`src/rtl/ttc_counter_evgen14.sv`:
```
// ttc_counter_evgen14: single-channel TTC timer/counter producing interval, match, overflow and restart pulses.
// Ports: pclk14/n_p_reset14 (clock, sync active-low reset); pwdata14 + *_reg_sel14 (APB register writes);
//        counter_val_out14, cntr_ctrl_reg_out14, clk_ctrl_reg_out14 (readback);
//        interval_intr14, match_intr14[3:1], overflow_intr14, restart14 (one-cycle event pulses).
module ttc_counter_evgen14 (
    input  logic        pclk14,
    input  logic        n_p_reset14,
    input  logic [15:0] pwdata14,
    input  logic        clk_ctrl_reg_sel14,
    input  logic        cntr_ctrl_reg_sel14,
    input  logic        interval_reg_sel14,
    input  logic        match_1_reg_sel14,
    input  logic        match_2_reg_sel14,
    input  logic        match_3_reg_sel14,
    output logic [15:0] counter_val_out14,
    output logic [5:0]  cntr_ctrl_reg_out14,
    output logic [4:0]  clk_ctrl_reg_out14,
    output logic        interval_intr14,
    output logic [3:1]  match_intr14,
    output logic        overflow_intr14,
    output logic        restart14
);
    logic [15:0] interval, match_1, match_2, match_3, prescaler;
    logic [15:0] ps_lim, next_cnt, start_val;
    logic        tick, ivl_hit, wrap, restart, down, ivl_mode;
    always_comb begin
        down      = cntr_ctrl_reg_out14[2];
        ivl_mode  = cntr_ctrl_reg_out14[1];
        // 2^(N+1)-1 for N in 0..15
        ps_lim    = 16'hFFFF >> (4'd15 - clk_ctrl_reg_out14[4:1]);
        tick      = !cntr_ctrl_reg_out14[0] && (!clk_ctrl_reg_out14[0] || prescaler == ps_lim);
        ivl_hit   = ivl_mode && (down ? counter_val_out14 == 16'h0000 : counter_val_out14 == interval);
        wrap      = !ivl_mode && (down ? counter_val_out14 == 16'h0000 : counter_val_out14 == 16'hFFFF);
        next_cnt  = ivl_hit ? (down ? interval : 16'h0000)
                  : down ? counter_val_out14 - 16'd1 : counter_val_out14 + 16'd1;
        restart   = cntr_ctrl_reg_sel14 && pwdata14[4];
        // start value follows the mode bits being written, not the stored ones
        start_val = !pwdata14[2] ? 16'h0000 : pwdata14[1] ? interval : 16'hFFFF;
    end
    always_ff @(posedge pclk14) begin
        if (!n_p_reset14) begin
            cntr_ctrl_reg_out14 <= 6'h01;
            clk_ctrl_reg_out14  <= 5'h00;
            interval            <= 16'hFFFF;
            match_1             <= 16'h0000;
            match_2             <= 16'h0000;
            match_3             <= 16'h0000;
            counter_val_out14   <= 16'h0000;
            prescaler           <= 16'h0000;
            interval_intr14     <= 1'b0;
            match_intr14        <= 3'b000;
            overflow_intr14     <= 1'b0;
            restart14           <= 1'b0;
        end else begin
            interval_intr14 <= 1'b0;
            match_intr14    <= 3'b000;
            overflow_intr14 <= 1'b0;
            restart14       <= 1'b0;
            if (clk_ctrl_reg_sel14)  clk_ctrl_reg_out14  <= pwdata14[4:0];
            if (cntr_ctrl_reg_sel14) cntr_ctrl_reg_out14 <= {2'b00, pwdata14[3:0]};
            if (interval_reg_sel14)  interval            <= pwdata14;
            if (match_1_reg_sel14)   match_1             <= pwdata14;
            if (match_2_reg_sel14)   match_2             <= pwdata14;
            if (match_3_reg_sel14)   match_3             <= pwdata14;
            if (restart) begin
                // restart wins over a coincident tick; that tick is dropped
                counter_val_out14 <= start_val;
                prescaler         <= 16'h0000;
                restart14         <= 1'b1;
            end else if (!cntr_ctrl_reg_out14[0]) begin
                prescaler <= (clk_ctrl_reg_out14[0] && !tick) ? prescaler + 16'd1 : 16'h0000;
                if (tick) begin
                    counter_val_out14 <= next_cnt;
                    interval_intr14   <= ivl_hit;
                    overflow_intr14   <= wrap;
                    match_intr14      <= {3{cntr_ctrl_reg_out14[3]}}
                                       & {next_cnt == match_3, next_cnt == match_2, next_cnt == match_1};
                end
            end
        end
    end
endmodule

```
`config.mk`:
```
export PLATFORM = sky130hd
export DESIGN_NAME = ttc_counter_evgen14
export DESIGN_NICKNAME = d
export VERILOG_FILES = /design/src/rtl/ttc_counter_evgen14.sv
export SDC_FILE = /design/constraint.sdc
export NUM_CORES = 1
export LEC_CHECK = 0
export BUFFER_PORTS_ARGS = -buffer_cell sky130_fd_sc_hd__buf_2
export CORE_UTILIZATION = 30
export DETAILED_ROUTE_END_ITERATION = 8
export HOLD_SLACK_MARGIN = 0.05
export SETUP_SLACK_MARGIN = 0.1
export SLEW_MARGIN = 20
export SYNTH_ARGS = -nofsm -noshare
export SYNTH_HDL_FRONTEND = slang
export SYNTH_SLANG_ARGS = --single-unit
```
`constraint.sdc`:
```
create_clock -name pclk14 -period 8.1 [get_ports pclk14]
set_input_delay 1.62 -clock pclk14 [delete_from_list [all_inputs] [get_ports pclk14]]
set_output_delay 1.62 -clock pclk14 [all_outputs]
set_load 0.01 [all_outputs]
```
==> results of run 1 <==
-- worst max-delay path, delay by kind of cell, from the launching register on --
kind / cells / cell delay [ns]
AO/OA/AOI/OAI: 5 / 1.89
AND/OR/NAND/NOR: 2 / 0.38
multiplexers: 1 / 0.38
buffers and inverters: 1 / 0.32
flip-flops: 1 / 0.31
adder cells (fa/ha/maj): 1 / 0.31
XOR/XNOR: 1 / 0.21
-- path summary, 6_finish.rpt --
kind / depth (start not counted) / slack (ns) / from / end
worst min-delay path: 2 / 0.52 / match_1[15] / match_1[15]
worst max-delay path: 11 / 4.15 / cntr_ctrl_reg_out14[2] / match_intr14[1]
worst max register to register: 11 / 4.15 / cntr_ctrl_reg_out14[2] / match_intr14[1]
worst min register to register: 2 / 0.52 / match_1[15] / match_1[15]
-- where the power goes --
group          leakage (uW)  switching (uW)  total [uW]  internal (uW)
Sequential         0.000913            46.4         621            574
Clock              0.000146             209         458            249
Combinational       0.00210             191         315            124
-- cells in the final DEF (no fill, tap or decap), types with 22 or more instances in the layout --
cell type,instances
xnor2_1,22
nand3_1,42
o21ai_0,28
xor2_1,48
nand2_1,65
mux2i_1,78
nor2_1,106
dfxtp_1,111
a21oi_1,24
buf_2,54
-- sequential cells by signal, summed over array words and instances, names as in the netlist, 4 cells and up --
name                 count
counter_val_out14       16
prescaler               16
interval                16
match_3                 16
clk_ctrl_reg_out14       5
match_2                 16
cntr_ctrl_reg_out14      4
match_1                 16
-- through the flow --
stage	hold WS, ns	instances	setup slack [ns]	power, uW
finish	0.518	1148	4.15	1390
floorplan	0.477	846	4.53	847
CTS	0.521	1148	4.17	1400
global route	0.548	1148	3.93	1460
detailed placement	0.506	1132	4.20	941
global placement	0.495	1132	4.24	942
-- layout make-up --
cell class | count | area [um^2]
clock buffers | 11 | 243
well taps | 285 | 357
inverters | 16 | 60.1
fillers | 2388 | 15000
repair buffers | 58 | 300
multi-input cells | 662 | 4470
clock inverters | 5 | 56.3
flip-flops and latches | 111 | 2220
-- layer usage --
metal	routed length, um	vias to the layer above	global-route usage
met4	666	2	0.0660
li1	-	3046	-
met3	1310	38	0.0384
met5	8	-	0
met1	10300	3004	0.256
met2	9660	222	0.290
-- logic make-up after synthesis --
group | share of synthesized area
compound gates | 0.165
xor+xnor | 0.0877
fa+ha+maj | 0.0297
buf+inv | 0.0451
flops | 0.318
mux | 0.115
other cells | 0.000537
simple gates | 0.239
==> results.py, run 1 <==
metrics = {
    "outcome": {
        "status": "complete, no violations",
    },
    "clock_tree": {
        "clkTransAtPathRegs_ns": 0.07,
        "cts_max_level": 3,
        "cts_inserted_buffers": 9,
        "cts_tree": "yes",
        "cts_setup_buffers": 0,
        "cts_hold_buffers": 0,
        "cts_resized": 0,
        "clkSinkCount": 111,
        "insertion_delay_ns": 0.36,
        "cts_root_buf": "clkbuf_16",
        "cts_buffer_depth": 2,
    },
    "synthesis": {
        "ys.flop_type": "dfxtp_1",
        "synth_warnings": 0,
        "async_flop_share": 0,
        "yosys.area.top_type_share": 0.318,
        "netlist_top_cells_count": "111 x dfxtp_1, 106 x nor2_1, 78 x mux2i_1",
        "syn_avg_cell_area_um2": 8.27,
        "ys_ff_latch": 111,
        "synth_cell_types": 67,
        "synth-edff-count": 0,
        "synth_seq_area_share": 0.318,
        "synth.cell_area_um2": 6990,
        "synth_area_leaders": "dfxtp_1 32%, mux2i_1 11%, xor2_1 6.0%, nor2_1 5.7%, nand2_1 3.5%",
        "yosysMostFrequentCell": "dfxtp_1",
        "synth_cells": 845,
        "synth_top_area_cell": "dfxtp_1",
    },
    "min_path": {
        "hp-class": "flop to flop",
    },
    "die": {
        "num_rows": 55,
        "io-pin-count": 57,
        "die_w_um": 155,
        "core_um2": 22700,
        "die_y_um": 155,
        "die-area_um2": 23900,
        "initial_core_util": 0.308,
    },
    "layout": {
        "antenna_cells": 0,
        "fin_util": 0.340,
        "syn2layout_area_growth_pct": 10.4,
        "nets": 898,
        "stdcell_area_um2": 7710,
        "drive_gt1_frac": 0.111,
    },
    "placed_design": {
        "dp_hpwl_um": 16100,
        "place_area_um2": 7410,
        "gp_congestion": 0.936,
        "io_buffer_count": 54,
    },
    "timing": {
        "slew_headroom": 0.461,
        "max_freq_mhz": 253,
        "tns_ns": 0,
        "finalHoldViolCount": 0,
        "finalSetupViolations": 0,
        "skew_ns": 0.0111,
        "worst_pin_slew_ns": 0.800,
        "period_share": 0.487,
        "rsz0062_at_grt": "no",
        "fin_crit_ns": 3.95,
        "finalMaxSlewViolations": 0,
    },
    "worst_setup_path": {
        "crit_path_cell_trace": "buf_4 -> ha_1 -> a211oi_1 -> o21a_1 -> nor3_1 -> a211oi_1 -> mux2i_1 -> a21boi_0 -> o21ai_0 -> xor2_1 -> nor4_1",
        "worstSetupEndpointType": "flop",
        "cp_max_fo": 30,
        "max_stage_delay_ns": 0.63,
        "critPathArrivalTime_ns": 4.18,
        "cp_slowest_cell": "o21ai_0",
        "crit_type": "flop to flop",
        "cp-start-kind": "flop",
        "cpMostUsedCell": "a211oi_1",
        "crit_required_ns": 8.34,
    },
    "global_route": {
        "grt_pass1_vias": 5912,
        "antenna_found_initial": 1,
        "grt_start_max_net_pins": 62,
        "overflow": 0,
        "grt_usage": 0.187,
        "grt_pass1_wl_um": 34700,
    },
    "route": {
        "first_iter_violations": 585,
        "final_antenna_net_count": 0,
        "route.detailed.drc": 0,
        "wire_per_inst_um": 19.1,
        "via_count": 6312,
        "wl_um": 21900,
        "first_pass_iters": 5,
        "via_per_inst": 5.50,
    },
    "power": {
        "p_per_area_nw_per_um2": 181,
        "vdd_drop_max_mv": 0.0905,
        "total_leakage_power_uw": 0.00315,
    },
    "flow_run": {
        "drv_cap": 0,
    },
}
Note: power is estimated with default switching activity, not from simulation.
==> run 2, diff against run 1 <==
clock period = 3.65 ns   (was 8.1 ns; I/O delays follow)
==> run 2 against run 1 <==
  * Sequential share of layout area fell by 1.2 points
  * Clock skew increased by 0.0034 ns
  * Clock-buffer cell count down 1
  * Worst hold slack improved by 0.0054 ns
  * Critical path depth down 1
  * Global-route usage grew 0.82 points
  * Sequential power up 120%
  * Critical path type unchanged
==> results.py, run 2 (same netlist as run 1, synthesis figures left out) <==
metrics = {
    "die": {
        "num_rows": 55,
        "io-pin-count": 57,
        "die_y_um": 155,
        "core_um2": 22700,
        "die_w_um": 155,
        "die-area_um2": 23900,
        "initial_core_util": 0.308,
    },
    "power": {
        "vdd_drop_max_mv": 0.206,
        "total_leakage_power_uw": 0.00337,
        "power_uw": 3200,
        "p_per_area_nw_per_um2": 396,
    },
    "route": {
        "first_pass_iters": 6,
        "route.detailed.drc": 0,
        "via_per_inst": 5.46,
        "first_iter_violations": 545,
        "final_antenna_net_count": 0,
        "wl_um": 23200,
        "wire_per_inst_um": 19.5,
        "via_count": 6492,
    },
    "timing": {
        "finalSetupViolations": 0,
        "fin_crit_ns": 3.49,
        "slew_headroom": 0.454,
        "rsz0062_at_grt": "yes",
        "finalMaxSlewViolations": 0,
        "setup_slack_ns": 0.158,
        "max_freq_mhz": 286,
        "period_share": 0.957,
        "skew_ns": 0.0145,
        "worst_pin_slew_ns": 0.819,
        "finalHoldViolCount": 0,
    },
    "layout": {
        "final_common_cell": "dfxtp_1",
        "fill_cells": 2394,
        "final_cell_mix": "108 x dfxtp_1, 106 x nor2_1, 78 x mux2i_1",
        "syn2layout_area_growth_pct": 15.7,
        "nets": 938,
        "antenna_cells": 0,
        "drive_gt1_frac": 0.166,
        "fin_util": 0.356,
    },
    "worst_setup_path": {
        "critPathArrivalTime_ns": 3.78,
        "cp-start-kind": "flop",
        "path_depth": 10,
        "crit_type": "flop to flop",
        "path_buf_inv": 0,
        "crit_required_ns": 3.93,
        "worstSetupEndpointType": "flop",
        "cp_slowest_cell": "or4_1",
        "rr_worst_depth": 10,
        "cp_max_fo": 14,
        "critical_path.top_delay_family": "simple AND/OR/NAND/NOR gates",
        "max_stage_delay_ns": 0.56,
        "crit_path_cell_trace": "ha_1 -> a211oi_1 -> nor2_1 -> a211oi_1 -> o22ai_1 -> xnor2_1 -> a31o_2 -> or4_1 -> or4_1 -> nor4_2",
    },
    "global_route": {
        "antenna_found_initial": 0,
        "grt_usage": 0.196,
        "grt_start_max_net_pins": 42,
        "grt_pass1_vias": 6091,
        "overflow": 0,
        "grt_pass1_wl_um": 36000,
    },
    "placed_design": {
        "dp_hpwl_um": 17300,
        "gp_congestion": 0.991,
        "dp_slack_ns": 0.0500,
        "io_buffer_count": 54,
    },
    "min_path": {
        "min_path_cells": 2,
        "hp-class": "flop to flop",
    },
    "outcome": {
        "status": "complete, no violations",
    },
    "clock_tree": {
        "cts_hold_buffers": 0,
        "cts_inserted_buffers": 9,
        "insertion_delay_ns": 0.37,
        "clkTransAtPathRegs_ns": 0.08,
        "cts_tree": "yes",
        "cts_buffer_depth": 2,
        "clkSinkCount": 111,
        "cts_max_level": 3,
        "cts_root_buf": "clkbuf_16",
    },
    "flow_run": {
        "drv_cap": 0,
    },
}
run 2: worst reg2reg max path, stage by stage (launching register included):
cell	delay, ns
dfxtp_4	0.46
ha_1	0.27
a211oi_1	0.39
nor2_1	0.14
a211oi_1	0.37
o22ai_1	0.17
xnor2_1	0.16
a31o_2	0.21
or4_1	0.42
or4_1	0.56
nor4_2	0.26
run 2: final timing paths:
| path | from | end | slack [ns] |
|---|---|---|---|
| worst max-delay path | cntr_ctrl_reg_out14[2] | match_intr14[2] | 0.16 |
| worst min-delay path | match_1[14] | match_1[14] | 0.52 |
| worst max register to register | cntr_ctrl_reg_out14[2] | match_intr14[2] | 0.16 |
| worst min register to register | match_1[14] | match_1[14] | 0.52 |
run 2: metal layers:
metal,part of all wire,vias up,track usage
li1,-,3126,-
met1,0.47,3095,0.271
met2,0.44,239,0.304
met3,0.066,32,0.0356
met4,0.024,0,0.0636
met5,0,-,0
run 2: report_power, final:
part | internal [uW] | switching (uW) | total [uW]
Combinational | 327 | 449 | 776
Clock | 563 | 492 | 1060
Sequential | 1270 | 97.9 | 1370
Total | 2160 | 1040 | 3200
run 2: final cells by class:
cell class	count	area, um^2	area share
timing repair buffer	98	601	0.0743
multi-input combinational	662	4520	0.560
inverter	16	60.1	0.00743
tap	285	357	0.0441
sequential	111	2230	0.276
clock inverter	6	75.1	0.00929
clock buffer	10	239	0.0296
run 2: per-stage QoR:
step	TNS, ns	hold WS, ns	cell area (um^2)	std cells
2_1_floorplan	0	0.477	6990	846
3_3_place_gp	0	0.496	7700	1170
3_5_place_dp	0	0.508	7700	1170
4_1_cts	0	0.525	8020	1186
5_1_grt	-0.0234	0.546	8080	1188
6_report	0	0.523	8080	1188
run 2: what timing repair did:
item / 4_1_cts / 5_1_grt
pin swaps: 0 / 1
setup endpoints to repair: 1 / 3
resized for setup: 1 / 12
buffers inserted: 0 / 2
hold endpoints to repair: 0 / 0
==> run 3, diff against run 2 <==
CELL_PAD_IN_SITES_DETAIL_PLACEMENT = 1   (was unset)
CELL_PAD_IN_SITES_GLOBAL_PLACEMENT = 1   (was unset)
CTS_CLUSTER_SIZE = 8   (was unset)
PLACE_DENSITY_LB_ADDON = 0.1   (was unset)
==> run 3 against run 2 <==
  * Clock skew fell by 0.00083 ns
  * Via count rose by 3.6%
  * Clock-buffer cell count unchanged
  * Critical path type unchanged
  * Largest cell class unchanged
  * Cell count rose by 2.5%
  * Register-to-register slack better by 0.04 ns
  * Setup slack gained 0.041 ns
  * Sequential share of layout area is 0.74 points lower
  * Die area did not move
  * Flip-flop and latch count unchanged
  * Combinational power up 11%
  * Worst hold slack improved by 0.0074 ns
==> results.py, run 3 (same netlist as run 1, synthesis figures left out) <==
metrics = {
    "outcome": {
        "status": "complete, no violations",
    },
    "min_path": {
        "hp-class": "flop to flop",
        "min_path_cells": 2,
        "hold_start": "match_2[14]",
        "worstHoldEndpoint": "match_2[14]",
    },
    "placed_design": {
        "dp_slack_ns": 0.00705,
        "io_buffer_count": 54,
        "place_inst": 1202,
        "gp_congestion": 0.936,
        "dp_hpwl_um": 22200,
    },
    "timing": {
        "hold_ws_ns": 0.530,
        "finalSetupViolations": 0,
        "worst_pin_slew_ns": 0.789,
        "max_freq_mhz": 290,
        "rsz0062_at_grt": "yes",
        "setup_slack_ns": 0.199,
        "skew_ns": 0.0137,
        "tns_ns": 0,
        "period_share": 0.945,
        "slew_headroom": 0.473,
        "finalHoldViolCount": 0,
        "finalMaxSlewViolations": 0,
        "fin_crit_ns": 3.45,
    },
    "layout": {
        "final_common_cell": "dfxtp_1",
        "drive_gt1_frac": 0.192,
        "syn2layout_area_growth_pct": 18.9,
        "final_cell_mix": "107 x dfxtp_1, 106 x nor2_1, 78 x mux2i_1",
        "antenna_cells": 0,
        "nets": 968,
        "stdcell_count": 1218,
    },
    "route": {
        "via_per_inst": 5.52,
        "final_antenna_net_count": 0,
        "via_count": 6727,
        "first_iter_violations": 410,
        "first_pass_iters": 4,
        "wl_um": 28100,
        "wire_per_inst_um": 23.1,
        "route.detailed.drc": 0,
    },
    "die": {
        "num_rows": 55,
        "die_y_um": 155,
        "io-pin-count": 57,
        "initial_core_util": 0.308,
        "die-area_um2": 23900,
        "core_um2": 22700,
        "die_w_um": 155,
    },
    "global_route": {
        "overflow": 0,
        "grt_usage": 0.241,
        "antenna_found_initial": 0,
        "grt_pass1_wl_um": 43300,
        "grt_start_max_net_pins": 45,
        "grt_pass1_vias": 6989,
    },
    "worst_setup_path": {
        "r2r-start": "counter_val_out14[1]",
        "cp_max_fo": 10,
        "cp-start-kind": "flop",
        "rr_worst_depth": 10,
        "rrSetupSlack_ns": 0.20,
        "critPathArrivalTime_ns": 3.73,
        "crit_type": "flop to flop",
        "worstSetupEndpointType": "flop",
        "crit_required_ns": 3.93,
        "r2r-end": "match_intr14[2]",
    },
    "flow_run": {
        "drv_cap": 0,
    },
    "power": {
        "p_per_area_nw_per_um2": 399,
        "total_leakage_power_uw": 0.00352,
        "vdd_drop_max_mv": 0.277,
        "power_uw": 3320,
    },
    "clock_tree": {
        "cts_max_level": 3,
        "clkTransAtPathRegs_ns": 0.09,
        "insertion_delay_ns": 0.37,
        "cts_setup_buffers": 0,
        "clkSinkCount": 111,
        "cts_tree": "yes",
        "cts_inserted_buffers": 9,
        "cts_hold_buffers": 0,
        "cts_buffer_depth": 2,
        "cts_root_buf": "clkbuf_16",
    },
}
## run 3: cell count changes in the layout (fill, tap and decap cells not counted), moves of 2 or more
cell / before / now
buf_4: 44 / 74
o21ai_0: 28 / 24
o21ai_1: 2 / 6
nor3_1: 15 / 17
nor3_2: 3 / 1
## run 3: critical path, stage by stage (launching register included)
cell	delay, ns
dfxtp_2	0.36
buf_4	0.16
xor2_1	0.19
nor4_4	0.37
nand4_4	0.30
a211oi_4	0.31
xor2_1	0.23
o211ai_1	0.13
or4_1	0.54
or4_1	0.56
nor4_2	0.22
## run 3: stage by stage
stage	area [um^2]	util
detailed placement	7940	0.350
CTS	8280	0.364
floorplan	6990	-
global route	8310	0.366
finish	8310	0.366
global placement	7940	0.350
## run 3: layout make-up
| type | instances | area (um^2) |
|---|---|---|
| sequential | 111 | 2230 |
| multi-input combinational | 662 | 4520 |
| tap | 285 | 357 |
| clock inverter | 6 | 75.1 |
| fill | 2710 | 14400 |
| timing repair buffer | 128 | 826 |
| clock buffer | 10 | 239 |
| inverter | 16 | 60.1 |
## run 3: power by group
part	internal (uW)	leakage (uW)	switching, uW
combinational	354	0.00246	506
clock	565	0.000152	530
sequential	1270	0.000914	91.1
## run 3: how the worst max path moves through the flow
stage / startpoint / end / slack (ns) / cells past startpoint
3_5_place_dp: cntr_ctrl_reg_out14[2] / match_intr14[2] / 0.007 / 9
5_1_grt: counter_val_out14[2] / match_intr14[2] / 0.03 / 10
3_3_place_gp: cntr_ctrl_reg_out14[2] / match_intr14[1] / 0.04 / 12
4_1_cts: cntr_ctrl_reg_out14[2] / match_intr14[2] / 0.11 / 11
2_1_floorplan: cntr_ctrl_reg_out14[2] / match_intr14[2] / 0.30 / 11
6_report: counter_val_out14[1] / match_intr14[2] / 0.20 / 10
## run 3: per-layer routing
| layer | vias to the layer above | wire length [um] | track usage |
|---|---|---|---|
| li1 | 3191 | - | - |
| met1 | 3359 | 13000 | 0.316 |
| met2 | 136 | 13300 | 0.406 |
| met3 | 41 | 920 | 0.0314 |
| met4 | 0 | 837 | 0.0816 |
| met5 | - | 0 | 0 |
## run 3: timing repair
item | CTS | global route
resized for setup | 6 | 12
pin swaps | 0 | 2
endpoints found under the setup margin | 2 | 4
